## config.mk

```make
export PLATFORM = sky130hd
export DESIGN_NAME = multicycle_ctrl_flat
export DESIGN_NICKNAME = d
export VERILOG_FILES = /design/src/rtl/ctrl_pkg.sv /design/src/rtl/multicycle_ctrl_if.sv /design/src/rtl/ctrl_decode.sv /design/src/rtl/multicycle_ctrl.sv /design/src/flat_wrapper.sv
export SDC_FILE = /design/constraint.sdc
export NUM_CORES = 1
export LEC_CHECK = 0
export CAP_MARGIN = 20
export CORE_MARGIN = 2
export CORE_UTILIZATION = 41
export DETAILED_ROUTE_END_ITERATION = 8
export GPL_TIMING_DRIVEN = 0
export PLACE_DENSITY = 0.9
export SYNTH_ARGS = -nofsm -noshare
export SYNTH_HDL_FRONTEND = slang
export SYNTH_SLANG_ARGS = --single-unit
```

## constraint.sdc

```tcl
create_clock -name clk -period 2.1 [get_ports clk]
set_input_delay 0.42 -clock clk [delete_from_list [all_inputs] [get_ports clk]]
set_output_delay 0.42 -clock clk [all_outputs]
set_load 0.05 [all_outputs]
```

## src/rtl/ctrl_pkg.sv

```systemverilog
// Shared encodings for the multi-cycle RV32I control FSM: opcodes, states,
// instruction classes and datapath mux selects.
package ctrl_pkg;

    localparam logic [6:0] OP_R      = 7'b0110011;
    localparam logic [6:0] OP_IALU   = 7'b0010011;
    localparam logic [6:0] OP_LOAD   = 7'b0000011;
    localparam logic [6:0] OP_STORE  = 7'b0100011;
    localparam logic [6:0] OP_BRANCH = 7'b1100011;
    localparam logic [6:0] OP_JAL    = 7'b1101111;
    localparam logic [6:0] OP_JALR   = 7'b1100111;
    localparam logic [6:0] OP_LUI    = 7'b0110111;
    localparam logic [6:0] OP_AUIPC  = 7'b0010111;

    typedef enum logic [2:0] {
        S_FETCH, S_DECODE, S_EXEC, S_MEM, S_WB, S_TRAP
    } state_e;

    typedef enum logic [3:0] {
        C_R, C_IALU, C_LOAD, C_STORE, C_BRANCH, C_JAL, C_JALR, C_LUI, C_AUIPC
    } iclass_e;

    localparam logic [1:0] PC_PLUS4 = 2'd0;
    localparam logic [1:0] PC_IMM   = 2'd1;
    localparam logic [1:0] PC_JALR  = 2'd2;

    localparam logic [1:0] WB_ALU = 2'd0;
    localparam logic [1:0] WB_MEM = 2'd1;
    localparam logic [1:0] WB_PC4 = 2'd2;
    localparam logic [1:0] WB_IMM = 2'd3;

    // Timeout counter must hold MEM_TIMEOUT itself; never narrower than 1 bit.
    function automatic int unsigned tcnt_w(int unsigned t);
        return (t < 1) ? 1 : $clog2(t + 1);
    endfunction

endpackage

```

## src/rtl/multicycle_ctrl_if.sv

```systemverilog
// Shared memory port handshake between the control FSM and the memory.
interface multicycle_ctrl_if;
    logic memReq;
    logic memWe;
    logic memAddrSel;
    logic memAck;

    modport master (output memReq, memWe, memAddrSel, input memAck);
    modport slave  (input memReq, memWe, memAddrSel, output memAck);
endinterface

```

## src/rtl/ctrl_decode.sv

```systemverilog
// Opcode classifier: instr[6:0] -> instruction class plus illegal flag.
module ctrl_decode
    import ctrl_pkg::*;
(
    input  logic [6:0] opcode,
    output iclass_e    cls,
    output logic       illegal
);

    always_comb begin
        cls     = C_R;
        illegal = 1'b0;
        case (opcode)
            OP_R:      cls = C_R;
            OP_IALU:   cls = C_IALU;
            OP_LOAD:   cls = C_LOAD;
            OP_STORE:  cls = C_STORE;
            OP_BRANCH: cls = C_BRANCH;
            OP_JAL:    cls = C_JAL;
            OP_JALR:   cls = C_JALR;
            OP_LUI:    cls = C_LUI;
            OP_AUIPC:  cls = C_AUIPC;
            default:   illegal = 1'b1;
        endcase
    end

endmodule

```

## src/rtl/multicycle_ctrl.sv

```systemverilog
// Main control FSM of the multi-cycle RV32I core (FETCH/DECODE/EXEC/MEM/WB/TRAP).
// Optional PERF_CNT_EN adds cycleCnt/instretCnt performance counters.
module multicycle_ctrl
    import ctrl_pkg::*;
#(
    parameter int unsigned MEM_TIMEOUT = 16
) (
    input  logic               clk,
    input  logic               rst_n,
    multicycle_ctrl_if.master  mem,
    input  logic [31:0]        instr,
    input  logic               branchTaken,
    output logic               irWrite,
    output logic               pcWrite,
    output logic [1:0]         pcSel,
    output logic               aluSrcA,
    output logic               aluSrcB,
    output logic               regWrite,
    output logic [1:0]         wbSel,
    output logic               retire,
    output logic               trap
`ifdef PERF_CNT_EN
    ,
    output logic [31:0]        cycleCnt,
    output logic [31:0]        instretCnt
`endif
);

    localparam int unsigned TW = tcnt_w(MEM_TIMEOUT);

    state_e          state, state_nxt;
    iclass_e         cls_d, cls_q;
    logic            illegal;
    logic            run;
    logic [TW-1:0]   tcnt, tcnt_nxt, tcnt_inc;
    logic            wait_st, timeout;
    logic            mem_req, mem_we, mem_addr_sel;

    wire unused_instr = ^instr[31:7];

    ctrl_decode u_decode (
        .opcode  (instr[6:0]),
        .cls     (cls_d),
        .illegal (illegal)
    );

    // run holds every output low for the first cycle out of reset.
    always_ff @(posedge clk or negedge rst_n) begin
        if (!rst_n) begin
            state <= S_FETCH;
            cls_q <= C_R;
            tcnt  <= '0;
            run   <= 1'b0;
        end else begin
            run   <= 1'b1;
            state <= state_nxt;
            tcnt  <= tcnt_nxt;
            if (state == S_DECODE)
                cls_q <= cls_d;
        end
    end

    assign wait_st  = run && (state == S_FETCH || state == S_MEM) && !mem.memAck;
    assign tcnt_inc = tcnt + TW'(1);
    assign timeout  = wait_st && (MEM_TIMEOUT != 0) && (tcnt_inc == TW'(MEM_TIMEOUT));

    always_comb begin
        state_nxt = state;
        case (state)
            S_FETCH: begin
                if (run) begin
                    if (mem.memAck)  state_nxt = S_DECODE;
                    else if (timeout) state_nxt = S_TRAP;
                end
            end
            S_DECODE: state_nxt = illegal ? S_TRAP : S_EXEC;
            S_EXEC: begin
                case (cls_q)
                    C_BRANCH:        state_nxt = S_FETCH;
                    C_LOAD, C_STORE: state_nxt = S_MEM;
                    default:         state_nxt = S_WB;
                endcase
            end
            S_MEM: begin
                if (mem.memAck)   state_nxt = (cls_q == C_STORE) ? S_FETCH : S_WB;
                else if (timeout) state_nxt = S_TRAP;
            end
            S_WB:    state_nxt = S_FETCH;
            S_TRAP:  state_nxt = S_TRAP;
            default: state_nxt = S_TRAP;
        endcase
    end

    // Counter restarts on every state change, so FETCH and MEM each get a full budget.
    always_comb begin
        tcnt_nxt = tcnt;
        if (state_nxt != state) tcnt_nxt = '0;
        else if (wait_st)       tcnt_nxt = tcnt_inc;
    end

    always_comb begin
        mem_req      = 1'b0;
        mem_we       = 1'b0;
        mem_addr_sel = 1'b0;
        irWrite      = 1'b0;
        pcWrite      = 1'b0;
        pcSel        = PC_PLUS4;
        aluSrcA      = 1'b0;
        aluSrcB      = 1'b0;
        regWrite     = 1'b0;
        wbSel        = WB_ALU;
        retire       = 1'b0;
        trap         = 1'b0;
        case (state)
            S_FETCH: begin
                if (run) begin
                    mem_req = 1'b1;
                    irWrite = mem.memAck;
                end
            end
            S_DECODE: trap = illegal;
            S_EXEC: begin
                case (cls_q)
                    C_IALU, C_LOAD, C_STORE, C_JALR: aluSrcB = 1'b1;
                    C_AUIPC: begin
                        aluSrcA = 1'b1;
                        aluSrcB = 1'b1;
                    end
                    C_BRANCH: begin
                        pcWrite = 1'b1;
                        pcSel   = branchTaken ? PC_IMM : PC_PLUS4;
                        retire  = 1'b1;
                    end
                    default: ;
                endcase
            end
            S_MEM: begin
                mem_req      = 1'b1;
                mem_addr_sel = 1'b1;
                mem_we       = (cls_q == C_STORE);
                if (mem.memAck && cls_q == C_STORE) begin
                    pcWrite = 1'b1;
                    retire  = 1'b1;
                end
            end
            S_WB: begin
                regWrite = 1'b1;
                pcWrite  = 1'b1;
                retire   = 1'b1;
                case (cls_q)
                    C_LOAD:  wbSel = WB_MEM;
                    C_JAL:   begin wbSel = WB_PC4; pcSel = PC_IMM;  end
                    C_JALR:  begin wbSel = WB_PC4; pcSel = PC_JALR; end
                    C_LUI:   wbSel = WB_IMM;
                    default: wbSel = WB_ALU;
                endcase
            end
            S_TRAP:  trap = 1'b1;
            default: trap = 1'b1;
        endcase
    end

    assign mem.memReq     = mem_req;
    assign mem.memWe      = mem_we;
    assign mem.memAddrSel = mem_addr_sel;

`ifdef PERF_CNT_EN
    always_ff @(posedge clk or negedge rst_n) begin
        if (!rst_n) begin
            cycleCnt   <= '0;
            instretCnt <= '0;
        end else if (state != S_TRAP) begin
            cycleCnt <= cycleCnt + 32'd1;
            if (retire)
                instretCnt <= instretCnt + 32'd1;
        end
    end
`endif

endmodule
```

## src/flat_wrapper.sv

```systemverilog
// flat-port wrapper written by rule: the top's interface ports become plain ports
module multicycle_ctrl_flat import ctrl_pkg::*;
#(
    parameter int unsigned MEM_TIMEOUT = 16
)
  (clk, rst_n, instr, branchTaken, irWrite, pcWrite, pcSel, aluSrcA, aluSrcB, regWrite, wbSel, retire, trap, mem_memReq, mem_memWe, mem_memAddrSel, mem_memAck);
  multicycle_ctrl_if mem_i ();
  input  logic clk;
  input  logic rst_n;
  input  logic [31:0] instr;
  input  logic branchTaken;
  output logic irWrite;
  output logic pcWrite;
  output logic [1:0] pcSel;
  output logic aluSrcA;
  output logic aluSrcB;
  output logic regWrite;
  output logic [1:0] wbSel;
  output logic retire;
  output logic trap;
  output wire logic [$bits(mem_i.memReq)-1:0] mem_memReq;
  output wire logic [$bits(mem_i.memWe)-1:0] mem_memWe;
  output wire logic [$bits(mem_i.memAddrSel)-1:0] mem_memAddrSel;
  input wire logic [$bits(mem_i.memAck)-1:0] mem_memAck;
  assign mem_memReq = mem_i.memReq;
  assign mem_memWe = mem_i.memWe;
  assign mem_memAddrSel = mem_i.memAddrSel;
  assign mem_i.memAck = mem_memAck;
  multicycle_ctrl #(.MEM_TIMEOUT(MEM_TIMEOUT)) u_core (.clk(clk), .rst_n(rst_n), .mem(mem_i), .instr(instr), .branchTaken(branchTaken), .irWrite(irWrite), .pcWrite(pcWrite), .pcSel(pcSel), .aluSrcA(aluSrcA), .aluSrcB(aluSrcB), .regWrite(regWrite), .wbSel(wbSel), .retire(retire), .trap(trap));
endmodule
```

Word-level counts from Yosys, hierarchy flattened
Index checks and enable logic that the tools add are counted.
{"block": "op_classes", "n_reduce_logical": 13, "addsub": 1, "eq_ne": 23, "n_mux": 33}
{"op": "one-hot mux 4 bit (8 select lines)", "count": 1}
{"op": "== test 7 x 6 -> 1 bit, second input constant", "count": 3}
{"op": "== test 7 bit, second input constant", "count": 3}
{"op": "two-way mux 3 bit", "count": 6}
{"op": "== test 4 x 3 -> 1 bit, second input constant", "count": 4}
{"op": "one-hot mux 3 bit (5 select lines)", "count": 1}
{"op": "== test 7 x 5 -> 1 bit, second input constant", "count": 2}
{"op": "two-way mux 1 bit", "count": 14}
{"op": "two-way mux 5 bit", "count": 2}
{"op": "OR reduction 9 bit", "count": 1}
{"op": "== test 4 x 2 -> 1 bit, second input constant", "count": 2}
{"op": "one-hot mux 2 bit (2 select lines)", "count": 2}
{"op": "== test 7 x 2 -> 1 bit, second input constant", "count": 1}
{"op": "== test 3 x 2 -> 1 bit, second input constant", "count": 2}
{"op": "one-hot mux 2 bit (3 select lines)", "count": 1}
{"op": "one-hot mux 3 bit (2 select lines)", "count": 1}
{"op": "adder 5 x 1 -> 5 bit, second input constant", "count": 1}
{"op": "== test 5 bit, second input constant", "count": 1}
{"op": "OR reduction 5 bit", "count": 1}
{"op": "== test 4 x 1 -> 1 bit, second input constant", "count": 1}
{"op": "== test 4 bit, second input constant", "count": 1}
{"op": "logical AND 1 bit", "count": 4}
{"op": "two-way mux 2 bit", "count": 2}
{"op": "one-hot mux 1 bit (2 select lines)", "count": 2}
{"op": "10 further kinds", "count": 11}
{"block": "totals", "inputBits": 36, "output_inout_bits": 14, "elab_cells": 74, "regBits": 13}

Depth between registers and ports, before layout
{"block": "depth", "ltp_word": 11, "mapped_depth": 7, "depth_no_buf": 7}

Modules after synthesis
Synthesis repeated with hierarchy kept, for this count alone.
{"block": "hier_totals", "hier_cells": 127, "hier_area_um2": 1073.5}
{"mod": "multicycle_ctrl", "instances": 1, "seq_area_each_um2": 325.3, "cells_each": 102, "area_each_um2": 908.4}
{"mod": "ctrl_decode", "instances": 1, "seq_area_each_um2": 0.0, "cells_each": 25, "area_each_um2": 165.2}

Worst setup path before layout
No wires, ideal clock.
{"block": "synth_path", "path_kind": "flip-flop to output port", "from": "register u_core.state[1]", "to": "output wbSel[0]", "setup_slack_ns": -0.599, "stages_incl_launch_ff": 7, "arrival_ns": 2.279, "required_ns": 1.680, "path_buffers": 1, "path_cell_list": "dfrtp_1 buf_2 nor2_1 nand2_1 inv_1 nand2_1 nor3_1"}
{"block": "synth_between", "elab_chain_len": 2}
{"element": "from (decl)", "line": "multicycle_ctrl.sv:31", "rtl": "state_e state, state_nxt;"}
{"element": "from (signal assigned)", "line": "multicycle_ctrl.sv:56", "rtl": "state <= state_nxt;"}
{"element": "== test 3 bit", "line": "multicycle_ctrl.sv:114", "rtl": "case (state)"}
{"element": "two-way mux 2 bit", "line": "multicycle_ctrl.sv:114"}
{"element": "to (decl)", "line": "flat_wrapper.sv:18", "rtl": "output logic [1:0] wbSel;"}
No other way between the ends.

Worst setup path in the final report
{"block": "layout_path", "from": "register u_core.state[0]", "to": "output pcSel[1]"}
{"block": "layout_between", "elab_chain_len": 2, "word_cells_on_any_way": 3, "cone_classes": "eq/ne (2); mux (1)"}
{"element": "== test 3 bit / == test 3 x 2 -> 1 bit (equally long branches)", "line": "multicycle_ctrl.sv:114"}
{"element": "one-hot mux 2 bit (2 select lines) *", "line": "multicycle_ctrl.sv:114"}
{"element": "to (decl)", "line": "flat_wrapper.sv:14", "rtl": "output logic [1:0] pcSel;"}
Every way passes the cells marked *; elsewhere a longest branch is shown, timed or not.

==> metrics.md <==
| Metric | Value |
|---|---|
| Clock slew seen by the registers of the worst setup and hold paths | `100 ps` |
| Max clock buf depth | `2` |
| Final period utilization | `1.03` |
| Port Buffers | `22` |
| Critical Path, Cell by Cell | `nor2_1 > nand2_1 > clkinvlp_4 > nand2_1 > nor3_4 > buf_6` |
| VDD IR max | `184 µV` |
| CTS root buf | `clkbuf_4` |
| Synth cell types | `41` |
| CP required | `1680 ps` |
| Initial DRC Count | `32` |
| Core area | `2500 µm²` |
| Dpl hpwl | `1950 µm` |
| Diodes inserted | `0` |
| Final Max Tran Viols | `0` |
| Largest net degree at the start of global routing | `14` |
| Top FF cell, synth | `dfrtp_1` |
| Failing checks | `setup timing` |
| Area grow syn2layout | `55.0%` |
| Gr usage total | `0.208` |
| Async set-or-reset flop fraction in the synthesized netlist | `1.00` |
| Tot Pwr | `487 µW` |
| Crit path top cell by count | `nand2_1` |
| CP endpoint kind | `output port` |
| Worst Min Path Start | `instr[2]` |
| Ports | `50` |
| Layout cells sized above 1 | `0.446` |
| Met3 Use GR | `0.0256` |
| DR pass1 iterations | `4` |
| Avg Cell Area, Syn | `7.82 µm²` |
| Vias per cell | `6.00` |
| Number of antenna violations at the first check in global routing | `0` |
| Die area | `3100 µm²` |
| R2R Path Start | `u_core.state[2]` |
| Htree depth | `1` |
| Worst setup margin | `-54.2 ps` |
| Hold Path End | `u_core.cls_q[3]` |
| EDFF count, synth | `0` |
| Starting Density | `0.438` |
| Delay-heaviest family, CP | `simple AND/OR/NAND/NOR gates` |
| Slew headroom | `0.578` |
| Drt wl/cell | `16.4 µm` |
| MaxCap Viol Count | `0` |
| CTS Hold Bufs | `0` |
| Global-route wire length before repair | `5260 µm` |
| R2R depth | `9` |
| WS Path Type | `flip-flop to output port` |
| Clk_lat worst skew | `280 ps` |
| RSZ-0062 raised after global routing | `true` |
| Synth top area cells | `dfrtp_1 30%, nor3_1 5.5%, nand2_1 4.8%` |
| R2R Path End | `u_core.tcnt[2]` |
| Fmax | `464 MHz` |
| Worst Path Buf+Inv | `2` |
| CTS Buf Count | `3` |
| Yosys reg bits | `13` |
| Static leakage | `0.759 nW` |
| CTS Sinks | `13` |
| Worst slew pin tran | `631 ps` |
| Top Usage Layer GRT | `met2` |
| DR vias | `1295` |
| CTS tree | `done` |
| Met2 usage | `0.378` |
| Yosys top cell area share | `0.297` |
| Placer Congestion | `0.822` |
| Hold path depth | `3` |
| Setup TNS | `-123 ps` |
| Seq/Total Area, Yosys | `0.297` |
| Die H | `55.7 µm` |
| Placed instance area | `1410 µm²` |
| Fin area | `1700 µm²` |
| Area leader, netlist | `dfrtp_1` |
| Min-delay worst type | `input port to flip-flop` |
| Synth warn | `0` |
| Post-Route Skew | `16.5 ps` |
| Reg2Reg Setup Slack | `90 ps` |
| # setup viols final | `3` |
| Outcome | `finished, violations left` |
| Row count | `18` |
| Routed wire length | `3540 µm` |
| Pwr/cell area | `287 nW/µm²` |
| Critical Path AT | `1730 ps` |
| Mapped Cells | `140` |
| Final #Nets | `225` |
| Post-route DRC | `0` |
| Final core utilization | `0.679` |
| Vias in the first global route | `1207` |
| Cell Area, Synth | `1090 µm²` |
| Slowest Stage Delay on Critical Path | `470 ps` |
| Total gr overflow | `0` |
| Final Critical Period | `2150 ps` |
| Critical path startpoint category | `flip-flop` |
| CP max FO | `7` |
| Syn Nets | `178` |
| Critical path's slowest cell | `dfrtp_2` |
| Final hold vios | `0` |
| Routing usage on met1 | `0.243` |
| Routed Antenna Nets | `0` |
| Die X | `55.7 µm` |
==> metal layers <==
metal,vias up,share of wire
met1,633,0.40
met4,0,0.031
li1,597,-
met5,-,0
met3,15,0.044
met2,50,0.53
==> worst min-delay path: cells and delay by family <==
kind	cells	cell delay [ps]
AOI/OAI and AO/OA	1	70
buffers and inverters	1	110
and+or+nand+nor	1	80
==> worst max-delay path by stage <==
stage | start | cells after the start | slack (ps) | endpoint
floorplan | u_core.state[1] | 6 | -140 | wbSel[0]
global placement | instr[5] | 7 | -890 | trap
detailed placement | instr[4] | 7 | -930 | trap
CTS | u_core.cls_q[2] | 6 | -50 | retire
global route | u_core.state[0] | 6 | -130 | pcSel[1]
finish | u_core.state[0] | 6 | -50 | pcSel[1]
==> metrics by stage <==
step / worst slack, ps / hold slack [ps] / std cells
2_1_floorplan: -139 / 124 / 140
3_3_place_gp: -887 / 602 / 192
3_5_place_dp: -928 / 626 / 192
4_1_cts: -46.0 / 432 / 207
5_1_grt: -126 / 433 / 216
6_report: -54.2 / 421 / 216
==> where the power goes <==
group	internal (mW)	switching (mW)
combinational	0.0363	0.0361
sequential	0.251	0.00163
clock	0.0736	0.0881
==> sequential cells by signal, summed over array words and instances, names as in the netlist <==
| register | count |
|---|---|
| u_core.state | 3 |
| u_core.run | 1 |
| u_core.tcnt | 5 |
| u_core.cls_q | 4 |
==> kinds of logic after synthesis <==
logic type	share of synthesized area
AND/OR/NAND/NOR	0.344
multiplexers	0.0274
adder cells (fa/ha/maj)	0.0229
buffers and inverters	0.0697
other	0.00343
flip-flops	0.297
AO/OA/AOI/OAI	0.171
XOR/XNOR	0.0640
==> layout make-up <==
type / instances / area [µm²]
fill: 190 / 803
clock buffer: 4 / 26.3
buffer: 7 / 60.1
multi-input combinational: 113 / 846
inverter: 3 / 17.5
tap: 30 / 37.5
sequential: 13 / 334
timing repair buffer: 46 / 375
==> what timing repair did <==
action | 4_1_cts | 5_1_grt
setup endpoints to repair | 15 | 17
resized for setup | 80 | 43
setup buffers | 15 | 9
gates cloned | 0 | 0
endpoints found under the hold margin | 0 | 0
pin swaps | 4 | 7
==> cells in the mapped netlist, types with 2 or more instances <==
library cell / count
nand2_1: 14
dfrtp_1: 13
nor3_1: 12
nor2_1: 10
o21ai_0: 7
clkbuf_1: 6
nand3_1: 6
nand3b_1: 5
xor2_1: 5
a21oi_1: 4
and2_1: 4
nand2b_1: 4
nand4_1: 4
o31ai_1: 4
a31oi_1: 3
and3_1: 3
buf_2: 3
mux2i_1: 3
xnor2_1: 3
a211o_1: 2
ha_1: 2
inv_1: 2
nor4_1: 2
o211ai_1: 2
==> layout by cell type (no fill, tap or decap), types with 3 or more instances in the layout <==
master           netlist  routed
clkbuf_2               0       3
dfrtp_1               13       6
clkdlybuf4s50_1        0       3
clkbuf_1               6       3
buf_4                  1      26
clkbuf_4               0       3
xor2_1                 5       5
nor2_1                10       7
dfrtp_2                0       7
nor3_1                12       7
nor3_2                 0       3
nand3_1                6       5
o21ai_0                7       6
a21oi_1                4       4
buf_6                  0       6
nand3b_1               5       5
nor2_2                 0       3
mux2i_1                3       3
buf_2                  3       6
nand4_1                4       4
o31ai_1                4       3
nand2_1               14      12
No activity file was read; power rests on OpenSTA's default activity.
